<file path="src/rtl/gravsim_pkg.sv">
// Shared definitions for the gravity simulator datapath: Q16.16 width,
// regfile word offsets (shared with avalon_interface) and the integrator state enum.
package gravsim_pkg;

    localparam int unsigned QW = 32;
    localparam int unsigned AW = 7;

    localparam logic [AW-1:0] OFFSET_POS_X = 7'd24;
    localparam logic [AW-1:0] OFFSET_POS_Y = 7'd34;
    localparam logic [AW-1:0] OFFSET_POS_Z = 7'd44;
    localparam logic [AW-1:0] OFFSET_VEL_X = 7'd54;
    localparam logic [AW-1:0] OFFSET_VEL_Y = 7'd64;
    localparam logic [AW-1:0] OFFSET_VEL_Z = 7'd74;
    localparam logic [AW-1:0] OFFSET_ACC_X = 7'd84;
    localparam logic [AW-1:0] OFFSET_ACC_Y = 7'd94;
    localparam logic [AW-1:0] OFFSET_ACC_Z = 7'd104;

    typedef enum logic [2:0] {
        StIdle,
        StRdAv,
        StWaitAv,
        StWrV,
        StRdP,
        StWaitP,
        StWrP,
        StDone
    } integ_state_e;

endpackage

</file>
<file path="src/rtl/euler_integrator_sat.sv">
// Combinational y = sat(a + (b >>> shift)) on signed fixed-point words,
// clamping to the most positive / most negative value instead of wrapping.
module sat_shift_add
    import gravsim_pkg::*;
#(
    parameter int unsigned W = QW
) (
    input  logic [W-1:0]         a,
    input  logic [W-1:0]         b,
    input  logic [$clog2(W)-1:0] shift,
    output logic [W-1:0]         y
);

    logic signed [W-1:0] b_sh;
    logic signed [W:0]   sum;

    always_comb begin
        b_sh = $signed(b) >>> shift;
        sum  = $signed({a[W-1], a}) + $signed({b_sh[W-1], b_sh});
        // Top two bits disagree only when the W-bit result overflowed.
        if (sum[W] != sum[W-1]) begin
            y = sum[W] ? {1'b1, {(W-1){1'b0}}} : {1'b0, {(W-1){1'b1}}};
        end else begin
            y = sum[W-1:0];
        end
    end

endmodule

</file>
<file path="src/rtl/euler_integrator.sv">
// Semi-implicit Euler integration pass over the regfile: for each body,
// v' = sat(v + a*dt) is written back, then p' = sat(p + v'*dt).
module euler_integrator
    import gravsim_pkg::*;
#(
    parameter int unsigned DT_SHIFT   = 8,
    parameter int unsigned MAX_BODIES = 10
) (
    input  logic          CLK,
    input  logic          RESET,
    input  logic          START,
    input  logic [6:0]    PLANET_NUM,
    output logic          DONE,
    output logic          BUSY,
    output logic [1:0]    FSM_re,
    output logic [1:0]    FSM_we,
    output logic [6:0]    ADDR1,
    output logic [6:0]    ADDR2,
    output logic [6:0]    ADDR3,
    output logic [6:0]    ADDR4,
    output logic [6:0]    ADDR5,
    output logic [6:0]    ADDR6,
    output logic [31:0]   DATA1,
    output logic [31:0]   DATA2,
    output logic [31:0]   DATA3,
    output logic [31:0]   DATA4,
    output logic [31:0]   DATA5,
    output logic [31:0]   DATA6,
    input  logic [31:0]   DATA1in,
    input  logic [31:0]   DATA2in,
    input  logic [31:0]   DATA3in,
    input  logic [31:0]   DATA4in,
    input  logic [31:0]   DATA5in,
    input  logic [31:0]   DATA6in
);

    localparam int unsigned     SW    = $clog2(QW);
    localparam logic [SW-1:0]   SHIFT = SW'(DT_SHIFT);
    localparam logic [AW-1:0]   MAX_N = AW'(MAX_BODIES);

    localparam logic [AW-1:0] POS_OFF [3] = '{OFFSET_POS_X, OFFSET_POS_Y, OFFSET_POS_Z};
    localparam logic [AW-1:0] VEL_OFF [3] = '{OFFSET_VEL_X, OFFSET_VEL_Y, OFFSET_VEL_Z};
    localparam logic [AW-1:0] ACC_OFF [3] = '{OFFSET_ACC_X, OFFSET_ACC_Y, OFFSET_ACC_Z};

    integ_state_e    state_q, state_d;
    logic [AW-1:0]   idx_q, idx_d;
    logic [AW-1:0]   neff_q, neff_d, neff_in;
    logic            done_q, done_d;
    logic            busy_q, busy_d;
    logic [1:0]      re_q, re_d;
    logic [1:0]      we_q, we_d;
    logic [AW-1:0]   addr_q [6];
    logic [AW-1:0]   addr_d [6];
    logic [QW-1:0]   data_q [6];
    logic [QW-1:0]   data_d [6];
    logic [QW-1:0]   vnew_q [3];
    logic [QW-1:0]   vnew_d [3];
    logic [QW-1:0]   din    [6];
    logic [QW-1:0]   sa_b   [3];
    logic [QW-1:0]   sa_y   [3];

    assign din[0] = DATA1in;
    assign din[1] = DATA2in;
    assign din[2] = DATA3in;
    assign din[3] = DATA4in;
    assign din[4] = DATA5in;
    assign din[5] = DATA6in;

    assign DONE   = done_q;
    assign BUSY   = busy_q;
    assign FSM_re = re_q;
    assign FSM_we = we_q;
    assign ADDR1  = addr_q[0];
    assign ADDR2  = addr_q[1];
    assign ADDR3  = addr_q[2];
    assign ADDR4  = addr_q[3];
    assign ADDR5  = addr_q[4];
    assign ADDR6  = addr_q[5];
    assign DATA1  = data_q[0];
    assign DATA2  = data_q[1];
    assign DATA3  = data_q[2];
    assign DATA4  = data_q[3];
    assign DATA5  = data_q[4];
    assign DATA6  = data_q[5];

    assign neff_in = (PLANET_NUM > MAX_N) ? MAX_N : PLANET_NUM;

    // The three saturating adders serve the velocity step (b = acc) and the
    // position step (b = v'), selected by which read is being consumed.
    for (genvar k = 0; k < 3; k++) begin : g_sat
        sat_shift_add #(
            .W (QW)
        ) u_sat (
            .a     (din[k]),
            .b     (sa_b[k]),
            .shift (SHIFT),
            .y     (sa_y[k])
        );
    end

    always_comb begin
        state_d = state_q;
        idx_d   = idx_q;
        neff_d  = neff_q;
        addr_d  = addr_q;
        data_d  = data_q;
        vnew_d  = vnew_q;
        re_d    = 2'd0;
        we_d    = 2'd0;

        for (int k = 0; k < 3; k++) begin
            sa_b[k] = (state_q == StWaitP) ? vnew_q[k] : din[k+3];
        end

        unique case (state_q)
            StIdle: begin
                if (START) begin
                    idx_d   = '0;
                    neff_d  = neff_in;
                    state_d = (neff_in == '0) ? StDone : StRdAv;
                end
            end
            StRdAv:   state_d = StWaitAv;
            StWaitAv: begin
                vnew_d  = sa_y;
                state_d = StWrV;
            end
            StWrV:    state_d = StRdP;
            StRdP:    state_d = StWaitP;
            StWaitP:  state_d = StWrP;
            StWrP: begin
                idx_d   = idx_q + 1'b1;
                state_d = (idx_q == neff_q - 1'b1) ? StDone : StRdAv;
            end
            StDone: begin
                // Stay at least one cycle so DONE is seen even if START already fell.
                if (!START && done_q) begin
                    state_d = StIdle;
                end
            end
            default:  state_d = StIdle;
        endcase

        // Bus outputs are registered against the state being entered.
        unique case (state_d)
            StRdAv: begin
                re_d = 2'd3;
                for (int k = 0; k < 3; k++) begin
                    addr_d[k]   = VEL_OFF[k] + idx_d;
                    addr_d[k+3] = ACC_OFF[k] + idx_d;
                end
            end
            StWrV: begin
                we_d = 2'd1;
                for (int k = 0; k < 3; k++) begin
                    addr_d[k] = VEL_OFF[k] + idx_d;
                    data_d[k] = sa_y[k];
                end
            end
            StRdP: begin
                re_d = 2'd1;
                for (int k = 0; k < 3; k++) begin
                    addr_d[k] = POS_OFF[k] + idx_d;
                end
            end
            StWrP: begin
                we_d = 2'd1;
                for (int k = 0; k < 3; k++) begin
                    data_d[k] = sa_y[k];
                end
            end
            default: ;
        endcase

        busy_d = (state_d != StIdle) && (state_d != StDone);
        done_d = (state_q == StDone) && (state_d == StDone);
    end

    always_ff @(posedge CLK) begin
        if (RESET) begin
            state_q <= StIdle;
            idx_q   <= '0;
            neff_q  <= '0;
            done_q  <= 1'b0;
            busy_q  <= 1'b0;
            re_q    <= 2'd0;
            we_q    <= 2'd0;
            for (int k = 0; k < 6; k++) begin
                addr_q[k] <= '0;
                data_q[k] <= '0;
            end
            for (int k = 0; k < 3; k++) begin
                vnew_q[k] <= '0;
            end
        end else begin
            state_q <= state_d;
            idx_q   <= idx_d;
            neff_q  <= neff_d;
            done_q  <= done_d;
            busy_q  <= busy_d;
            re_q    <= re_d;
            we_q    <= we_d;
            addr_q  <= addr_d;
            data_q  <= data_d;
            vnew_q  <= vnew_d;
        end
    end

endmodule

</file>
<file path="config.mk">
export PLATFORM = sky130hd
export DESIGN_NAME = euler_integrator
export DESIGN_NICKNAME = d
export VERILOG_FILES = /design/src/rtl/gravsim_pkg.sv /design/src/rtl/euler_integrator_sat.sv /design/src/rtl/euler_integrator.sv
export SDC_FILE = /design/constraint.sdc
export NUM_CORES = 1
export LEC_CHECK = 0
export BUFFER_PORTS_ARGS = -buffer_cell sky130_fd_sc_hd__buf_4
export CAP_MARGIN = 20
export CORE_AREA = 2 2 173 175
export DETAILED_ROUTE_END_ITERATION = 10
export DIE_AREA = 0 0 175 177
export PLACE_DENSITY_LB_ADDON = 0.3
export SETUP_SLACK_MARGIN = 0.15
export SYNTH_ARGS = -nofsm -noshare
export SYNTH_HDL_FRONTEND = slang
export SYNTH_SLANG_ARGS = --single-unit
</file>
<file path="constraint.sdc">
create_clock -name CLK -period 12.4 [get_ports CLK]
set_input_delay 3.72 -clock CLK [delete_from_list [all_inputs] [get_ports CLK]]
set_output_delay 3.72 -clock CLK [all_outputs]
set_load 0.02 [all_outputs]
</file>
After elaboration in Yosys (flattened, before gate mapping)
Index checks and enable logic that the tools add are counted.
{"block": "totals", "regBits": 257, "latchBits": 0, "ramBits": 0, "mem_bits_ro": 0, "input_bits": 202, "out_inout_bits": 240, "elab_cells": 82, "memories": 0}
{"block": "classes", "add_sub_neg": 14, "n_mul": 0, "div": 0, "order_cmp": 1, "eq_ne": 17, "n_shift": 0, "n_mux": 20, "n_bitwise": 0, "reduce_logical": 11}
{"operator": "32-bit two-way mux", "count": 9}
{"operator": "32-bit by 24-bit adder with 33-bit output", "count": 3}
{"operator": "21-bit one-hot mux with 2 select lines", "count": 1}
{"operator": "7-bit adder, first input constant", "count": 5}
{"operator": "3-bit one-hot mux with 8 select lines", "count": 1}
{"operator": "6-bit by 7-bit adder with 7-bit output, first input constant", "count": 3}
{"operator": "3-bit equality test, second input constant", "count": 7}
{"operator": "7-bit two-way mux", "count": 2}
{"operator": "7-bit one-hot mux with 2 select lines", "count": 1}
{"operator": "3-bit two-way mux", "count": 4}
{"operator": "3-bit by 2-bit equality test with 1-bit output, second input constant", "count": 3}
{"operator": "5-bit by 7-bit adder with 7-bit output, first input constant", "count": 1}
{"operator": "7-bit by 1-bit adder with 7-bit output, second input constant", "count": 1}
{"operator": "7-bit equality test", "count": 1}
{"operator": "7-bit by 4-bit > comparator with 1-bit output, second input constant", "count": 1}
{"operator": "7-bit zero test", "count": 1}
{"operator": "7-bit by 1-bit subtractor with 7-bit output, second input constant", "count": 1}
{"operator": "3-bit by 1-bit equality test with 1-bit output, second input constant", "count": 2}
{"operator": "2-bit one-hot mux with 2 select lines", "count": 1}
{"operator": "2-bit OR reduction", "count": 2}
{"operator": "1-bit logical AND", "count": 3}
{"operator": "3-bit zero test", "count": 1}
{"operator": "1-bit != test", "count": 3}
{"operator": "3-bit != test, second input constant", "count": 1}
{"operator": "5 further kinds", "count": 5}

Longest topological paths before layout
Gate-level depths: netlist (run 1).
{"block": "logic_depth", "ltp_word": 9, "mapped_depth": 19, "mapped_depth_nobuf": 15}

Hierarchy
From an unflattened synthesis (run 1), not the netlist that was laid out.
{"block": "hier_totals", "cells_unflattened": 3012, "hier_area_um2": 22445.3}
{"module": "euler_integrator", "instances": 1, "cells_per_inst": 1438, "area_each_um2": 11758.8, "seq_area_each_um2": 5004.8}
{"module": "sat_shift_add (g_sat[1].u_sat ...)", "instances": 2, "cells_per_inst": 527, "area_each_um2": 3577.2, "seq_area_each_um2": 0.0}
{"module": "sat_shift_add (g_sat[0].u_sat)", "instances": 1, "cells_per_inst": 520, "area_each_um2": 3532.1, "seq_area_each_um2": 0.0}

Worst setup path before layout (run 1)
No wires, ideal clock.
{"block": "synth_timing", "path_kind": "input to register", "from": "input port DATA5in[8]", "to": "register vnew_q[44] in the netlist's numbering", "setup_time_ps": 119, "arrival_time_ps": 6727, "required_time_ps": 12281, "slack_ps": 5554, "cell_stages": 13, "n_path_buf": 1, "path_cell_list": "mux2_2 > ha_1 > fa_1 > a21o_1 > a221oi_2 > o31ai_2 > o311a_1 > and3b_2 > o31ai_4 > a31o_4 > or2_1 > buf_6 > o221a_1"}
{"block": "synth_via", "elab_chain_len": 4, "word_cells_on_any_way": 5, "cone_classes": "add/sub: 1; eq/ne: 1; mux: 3"}
{"item": "from (decl)", "line": "euler_integrator.sv:33", "source": "input logic [31:0] DATA5in,"}
{"item": "32-bit two-way mux (*)", "line": "euler_integrator.sv:112", "source": "sa_b[k] = (state_q == StWaitP) ? vnew_q[k] : din[k+3];"}
{"item": "32-bit by 24-bit adder with 33-bit output (*)", "line": "euler_integrator_sat.sv:19", "source": "sum = $signed({a[W-1], a}) + $signed({b_sh[W-1], b_sh});"}
{"item": "32-bit two-way mux / 1-bit != test (equally long branches)", "line": "euler_integrator_sat.sv:22, euler_integrator_sat.sv:21"}
{"item": "32-bit two-way mux (*)", "line": "euler_integrator_sat.sv:21", "source": "if (sum[W] != sum[W-1]) begin"}
{"item": "to (signal assigned)", "line": "euler_integrator.sv:205", "source": "vnew_q <= vnew_d;"}
{"item": "to (decl)", "line": "euler_integrator.sv:56", "source": "logic [QW-1:0] vnew_q [3];"}
Mark *: on every way between the ends. The rest lies on a longest branch, timed or not.
A chain may end at the register's enable or synchronous reset.

Worst setup path in the final report (run 1)
{"block": "layout_timing", "from": "input port DATA6in[8]", "to": "register data_q, in the netlist DATA3[17]"}
{"block": "layout_via", "elab_chain_len": 4, "word_cells_on_any_way": 5, "cone_classes": "add/sub: 1; eq/ne: 1; mux: 3"}
{"item": "from (decl)", "line": "euler_integrator.sv:34", "source": "input logic [31:0] DATA6in"}
{"item": "32-bit two-way mux (*)", "line": "euler_integrator.sv:112"}
{"item": "32-bit by 24-bit adder with 33-bit output (*)", "line": "euler_integrator_sat.sv:19"}
{"item": "32-bit two-way mux / 1-bit != test (equally long branches)", "line": "euler_integrator_sat.sv:22, euler_integrator_sat.sv:21"}
{"item": "32-bit two-way mux (*)", "line": "euler_integrator_sat.sv:21"}
{"item": "to (signal assigned)", "line": "euler_integrator.sv:204", "source": "data_q <= data_d;"}
{"item": "to (decl)", "line": "euler_integrator.sv:54", "source": "logic [QW-1:0] data_q [6];"}
Marks and branches as above.

==> results by group, run 1 <==
Job
  – Max_cap viols: 0

Global route
  – Total congestion overflow: 0
  – Vias in the first global route: 14,100
  – Largest net degree at the start of global routing: 66
  – GRT Overall Usage: 0.303
  – First-pass GRT wire length: 75,800 microns
  – Initial antenna violation count: 0

Pwr
  – Pwr per Cell Area: roughly 210 nW/um^2
  – Power, Total: 3.98 mW
  – LEAKAGE: 8.40 nW
  – Peak VDD IR: approximately 0.12 mV

Worst setup path
  – RR Startpoint: state_q[0]$_SDFF_PP0_
  – Setup crit end kind: flop
  – R2R Setup Slk: approximately 6600 ps
  – Slowest stage delay, CP: roughly 550 ps
  – R2R depth: 16
  – Critical Path RT: between 10,000 and 15,000 ps
  – Reg-to-Reg End: DATA1[21]$_SDFFE_PP0P_
  – Slowest CP cell: o21a_1
  – WP data arrival: around 7800 ps
  – CP top delay family: compound AO/OA/AOI/OAI gates
  – Crit-path cells: buf_4, mux2_2, ha_1, fa_1, a211oi_1, o21ai_1, o211a_1, nor2_1, a31oi_1, a31oi_1, o21a_1, nand2_1, nand2_1, o21ai_0
  – CP Buf/Inv Count: 1
  – Startpoint types: primary input
  – Crit Path Max Fanout: 18
  – Type of the worst setup path: primary input to flop

Floorplanning
  – FP Rows: 63
  – Die Wd: between 150 and 200 microns
  – Io pins: roughly 440
  – DIE HEIGHT: around 180 microns
  – Core area: 29,200 sq um
  – Die area: about 31,000 sq um
  – Starting Density: 0.535

Routing
  – Drt drc: 0
  – Detailed-route wire length per cell: between 15 and 20 microns
  – ANT nets after route: 0
  – Vias: ~15,000
  – Vias per cell: slightly below 6
  – Initial DRC count: around 1,100
  – Initial DRT Pass Iterations: 5
  – Drt total wl: just under 50,000 microns

Timing
  – Hold Vio Cnt, Final: 0
  – Slew Limit Fails: 0
  – Worst-Margin Slew: about 1000 ps
  – Fmax: 135 MHz
  – Relative slew slack: 0.295
  – Worst clock skew: around 27 ps
  – Period utilization: 0.598
  – RSZ-0062 raised after global routing: no
  – Sum Neg Setup Slack: 0 ps
  – Final setup vio count: 0
  – Min Tclk post-route: ~7400 ps

Clocking
  – H-tree Lvls: 1
  – Max clock buf depth: 3
  – Clock Sinks: around 230
  – Setup repair bufs after CTS: 0
  – Clk Latency, worst-skew pair: 560 ps
  – CTS tree: built
  – Reg clk slew, reported paths: roughly 60 ps
  – Hold_buf cts: 0
  – CTS buffer count: 25
  – Root Driver: clkbuf_16
  – Resized cells post-CTS: 0

Logic synthesis
  – Post-synth top area share: 0.289
  – Library cells used by synthesis: 92
  – Ys Warns: 0
  – Synthesized instance count: 1,953
  – Synth Register Bits: roughly 230
  – Ys flop type: dfxtp_1
  – Post-synth EDFFs: 0
  – Largest area contributor in the netlist: dfxtp_1
  – Post-Syn Area: 15,700 sq um
  – Share of the yosys chip area belonging to registers: 0.289
  – Synth async-reset ratio: 0
  – Syn Area/Cell: between 8 and 9 sq um
  – Most instantiated cells after synthesis: dfxtp_1, nor2_1, a21oi_1
  – Synth area leaders: dfxtp_1, ha_1, a21oi_1

Finish
  – Share of layout cells above drive strength 1: 0.227
  – Area growth syn-to-layout: 19.8%
  – Fin nets: approximately 2,500
  – Total of fill cells in the finished design: roughly 2,600

Placed design
  – Gpl congestion: around 0.95
  – # port buffers: 320
  – Dpl hpwl: 37,300 microns

Outcome
  – Run status: complete, no violations

Worst hold path
  – Worst min path class: flop to flop
  – Start point of the worst hold path: DATA3[12]$_SDFFE_PP0P_
  – Worst Hold Path EP: DATA3[12]$_SDFFE_PP0P_
  – Hold Path Cell Cnt: 2
==> kinds of logic (layout without fill, tap and decap cells) <==
group | after synthesis | after routing | synth area share
AOI/OAI and AO/OA | 619 | 619 | 0.255
and+or+nand+nor | 576 | 576 | 0.163
buffers and inverters | 232 | 410 | 0.0830
DFF | 226 | 226 | 0.289
adders and majority gates | 119 | 119 | 0.0958
xor gates and xnor gates | 102 | 102 | 0.0571
muxes | 78 | 78 | 0.0567
other | 1 | 98 | 0.000240
==> stage by stage <==
stage	worst slack [ps]	util	instance area, sq um	hold slack, ps	instances
detailed placement	4500	0.610	17800	441	2571
global placement	4590	0.610	17800	431	2571
global route	4700	0.641	18800	477	2617
CTS	5060	0.640	18700	455	2615
floorplan	5550	-	16000	421	2049
finish	4990	0.642	18800	452	2618
==> cell type report <==
| type | count | area [sq um] | area share |
|---|---|---|---|
| multi-input cells | 1591 | 10200 | 0.544 |
| flip-flops and latches | 226 | 4520 | 0.241 |
| repair buffers | 337 | 2550 | 0.136 |
| clock buffers | 35 | 733 | 0.0391 |
| well taps | 390 | 488 | 0.0260 |
| clock inverters | 9 | 144 | 0.00767 |
| inverters | 29 | 109 | 0.00580 |
| diodes | 1 | 2.50 | 0.000133 |
==> tightest hold or removal path, delay by kind of cell, from the launching register on <==
| family | cells | cell delay (ps) |
|---|---|---|
| DFF | 1 | 310 |
| AOI/OAI and AO/OA | 1 | 50 |
| and+or+nand+nor | 1 | 50 |
==> per-layer routing <==
layer | vias up | GRT usage | share of wire
met3 | 104 | 0.0410 | 0.070
met5 | - | 0 | 0
met1 | 7101 | 0.408 | 0.43
met4 | 0 | 0.107 | 0.035
met2 | 628 | 0.500 | 0.47
li1 | 7318 | - | -
==> layout by cell type, fill, tap and decap left out, types with 11 or more instances in the layout <==
cell type	n
xnor2_1	63
a31oi_1	14
a211oi_1	38
mux2_2	72
o21a_1	23
a21o_1	43
inv_1	27
conb_1	97
xor2_1	39
nand4_1	12
a21oi_1	181
dfxtp_1	226
and3_1	18
a221o_1	14
o22ai_1	11
nor3_1	36
o21ai_0	168
nor2_1	224
o21bai_1	13
ha_1	109
clkbuf_16	25
buf_4	335
and2_1	12
nor2b_1	14
nand3_1	33
nand2b_1	15
nand2_1	177
o211ai_1	12
o21ai_1	11
==> state kept, by name, indices dropped and copies added (netlist names), 6 cells and up <==
signal,count
vnew_q,72
DATA1,32
DATA2,32
DATA3,32
ADDR1,7
ADDR4,7
idx_q,7
neff_q,7
ADDR2,6
ADDR5,6
==> where the power goes <==
part	leakage (nW)	internal (mW)	switching [mW]
clock network	0.426	0.475	0.319
registers	1.85	0.980	0.162
logic	6.13	0.785	1.26
total	8.40	2.24	1.74
==> worst max path at each step <==
stage                           from                       to  cells past startpoint
after global routing      DATA6in[8]   DATA3[17]$_SDFFE_PP0P_                     14
after detailed placement  DATA6in[8]   DATA3[17]$_SDFFE_PP0P_                     14
after CTS                 DATA6in[8]   DATA3[17]$_SDFFE_PP0P_                     14
final                     DATA6in[8]   DATA3[17]$_SDFFE_PP0P_                     14
after floorplan           DATA5in[8]  vnew_q[44]$_SDFFE_PP0P_                     13
after global placement    DATA6in[8]   DATA3[23]$_SDFFE_PP0P_                     14
No activity file was read; power rests on OpenSTA's default activity.
==> run 2: changes to the inputs <==
- CORE_AREA: 2 2 173 175 -> not set
- CORE_ASPECT_RATIO: not set -> 0.9
- CORE_UTILIZATION: not set -> 54
- DIE_AREA: 0 0 175 177 -> not set
- clock period: 12.4 -> 7.2 ns (I/O delays scaled with it)
==> run 2 against run 1 <==
Sequential share of layout area increased by 0.079 points; critical path depth up 1; power increased by 71%; critical endpoint is now DATA3[10]$_SDFFE_PP0P_.
==> results by group, run 2 (synthesis gave the netlist of run 1 again) <==
Finish
  – Area growth syn-to-layout: 19.4% (was 19.8%)
  – Most frequent cells in the layout: buf_4, dfxtp_1, nor2_1, a21oi_1, nand2_1 (unchanged)
  – Largest Register: vnew_q (unchanged)
  – Fin nets: 2,529 (was 2,524)
  – Design area: 18,700 sq um (was 18,800 sq um)
  – FF+latch area: 4520 sq um (unchanged)
  – Multi-input combinational cell area: 10,200 sq um (unchanged)
  – Finished Core Util: 0.662 (was 0.642)
  – Total of fill cells in the finished design: 2,476 (was 2,595)
  – Finished Layout Cells: 2,596 (was 2,618)
  – Largest register FFs: 72 (unchanged)
  – Commonest non-fill, non-tap cell in the layout: buf_4 (unchanged)
  – Share of layout cells above drive strength 1: 0.227 (about the same)

Floorplanning
  – Core area: 28,200 sq um (was 29,200 sq um)
  – Die area: 29,700 sq um (was 31,000 sq um)
  – DIE HEIGHT: 164 microns (was 177 microns)
  – Die Wd: 181 microns (was 175 microns)
  – Io pins: 442 (unchanged)
  – Starting Density: 0.555 (was 0.535)
  – FP Rows: 58 (was 63)

Worst hold path
  – Worst min path class: flop to flop (unchanged)

Clocking
  – CTS tree: built (unchanged)
  – Clk Latency, worst-skew pair: 540 ps (was 560 ps)
  – Max clock buf depth: 3 (unchanged)
  – H-tree Lvls: 1 (unchanged)
  – Reg clk slew, reported paths: 60 ps (about the same)
  – Hold_buf cts: 0 (unchanged)
  – Root Driver: clkbuf_16 (unchanged)
  – Resized cells post-CTS: 0 (unchanged)
  – Setup repair bufs after CTS: 0 (unchanged)
  – CTS buffer count: 26 (was 25)
  – Clock Sinks: 226 (unchanged)

Pwr
  – Pwr per Cell Area: 364 nW/um^2 (was 212 nW/um^2)
  – Peak VDD IR: 0.227 mV (was 0.122 mV)
  – LEAKAGE: 8.39 nW (was 8.40 nW)

Routing
  – Vias: 15,300 (was 15,200)
  – Drt drc: 0 (unchanged)
  – Initial DRT Pass Iterations: 6 (was 5)
  – ANT nets after route: 0 (unchanged)
  – Vias per cell: 5.90 (was 5.79)
  – Detailed-route wire length per cell: 19.1 microns (was 18.8 microns)
  – Drt total wl: 49,600 microns (was 49,300 microns)
  – Initial DRC count: 1,395 (was 1,102)

Placed design
  – # port buffers: 320 (unchanged)
  – Gpl congestion: 0.943 (was 0.952)
  – Placed Cells: 2,546 (was 2,571)
  – Dpl hpwl: 37,300 microns (about the same)
  – Post-DP Area: 17,800 sq um (unchanged)

Timing
  – RSZ-0062 raised after global routing: no (unchanged)
  – Worst clock skew: 12.7 ps (was 26.6 ps)
  – Fmax: about 180 MHz
  – Worst-Margin Slew: 1160 ps (was 1040 ps)
  – Hold_ws: 453 ps (was 452 ps)
  – Relative slew slack: 0.218 (was 0.295)
  – Sum Neg Setup Slack: 0 ps (unchanged)
  – Hold Vio Cnt, Final: 0 (unchanged)
  – Min Tclk post-route: around 5600 ps
  – Period utilization: 0.779
  – Slew Limit Fails: 0 (unchanged)
  – Final setup vio count: 0 (unchanged)

Worst setup path
  – WP data arrival: 6000 ps (was 7810 ps)
  – Type of the worst setup path: primary input to flop (unchanged)
  – Critical Path RT: 7590 ps (was 12,800 ps)
  – Crit Path Max Fanout: 18 (unchanged)
  – Slowest CP cell: nand2_1 (was o21a_1)
  – Startpoint types: primary input (unchanged)
  – Slowest stage delay, CP: 560 ps (was 550 ps)
  – Crit-path cells: buf_4, mux2_2, ha_1, fa_1, a211oi_1, o21ai_1, o211a_1, nor2_1, a31oi_1, a31oi_1, o21a_1, buf_4, nand2_1, nand2_1, o21ai_0 (was buf_4, mux2_2, ha_1, fa_1, a211oi_1, o21ai_1, o211a_1, nor2_1, a31oi_1, a31oi_1, o21a_1, nand2_1, nand2_1, o21ai_0)
  – Setup crit end kind: flop (unchanged)

Global route
  – Global route hottest layer: met2 (unchanged)
  – Total congestion overflow: 0 (unchanged)
  – GRT Overall Usage: 0.320 (was 0.303)
  – M2 GR Usage: 0.508 (was 0.500)
  – Vias in the first global route: 14,200 (was 14,100)
  – Initial antenna violation count: 2 (was 0)
  – Met1 Usage GRT: 0.429 (was 0.408)
  – Largest net degree at the start of global routing: 63 (was 66)
  – Met3 Use GR: 0.0533 (was 0.0410)
  – First-pass GRT wire length: 76,100 microns (was 75,800 microns)

Job
  – Max_cap viols: 0 (unchanged)

Outcome
  – Run status: complete, no violations (unchanged)
==> run 2: final timing paths <==
check                          startpoint                 endpoint  slack, ps  cells past startpoint
setup / recovery               DATA6in[8]   DATA3[10]$_SDFFE_PP0P_       1590                     15
setup reg to reg    state_q[1]$_SDFF_PP0_   DATA3[10]$_SDFFE_PP0P_       1750                     15
hold / removal    vnew_q[23]$_SDFFE_PP0P_  vnew_q[23]$_SDFFE_PP0P_        450                      2
hold reg to reg   vnew_q[23]$_SDFFE_PP0P_  vnew_q[23]$_SDFFE_PP0P_        450                      2
==> run 2: final cells by class <==
type | instances | share of cell area
Clock inverter | 10 | 0.00575
Clock buffer | 37 | 0.0392
Timing Repair Buffer | 341 | 0.137
Multi-Input combinational cell | 1591 | 0.546
Sequential cell | 226 | 0.242
Inverter | 29 | 0.00582
Tap cell | 360 | 0.0241
Antenna cell | 2 | 0.000268
==> run 2: metal layers <==
layer / routed length (microns) / vias up
li1: - / 7324
met1: 21600 / 7175
met2: 22100 / 709
met3: 3970 / 114
met4: 1890 / 0
met5: 0 / -
==> run 2: stage by stage <==
| step | total power [mW] | setup WS (ps) |
|---|---|---|
| after global placement | 5.37 | 1220 |
| final | 6.81 | 1590 |
| after global routing | 7.20 | 1230 |
| after detailed placement | 5.44 | 1130 |
| after CTS | 6.78 | 1660 |
| after floorplan | 4.28 | 1910 |
==> run 2: worst max-delay path, delay by kind of cell <==
kind | cells | cell delay (ps)
compound gates | 7 | 1710
simple gates | 3 | 880
fa+ha+maj | 2 | 660
buf+inv | 2 | 310
mux | 1 | 260
==> run 2: power by group <==
group	switching, mW	internal, mW
sequential	0.276	1.69
clock	0.552	0.778
combinational	2.17	1.34
total	3.00	3.81
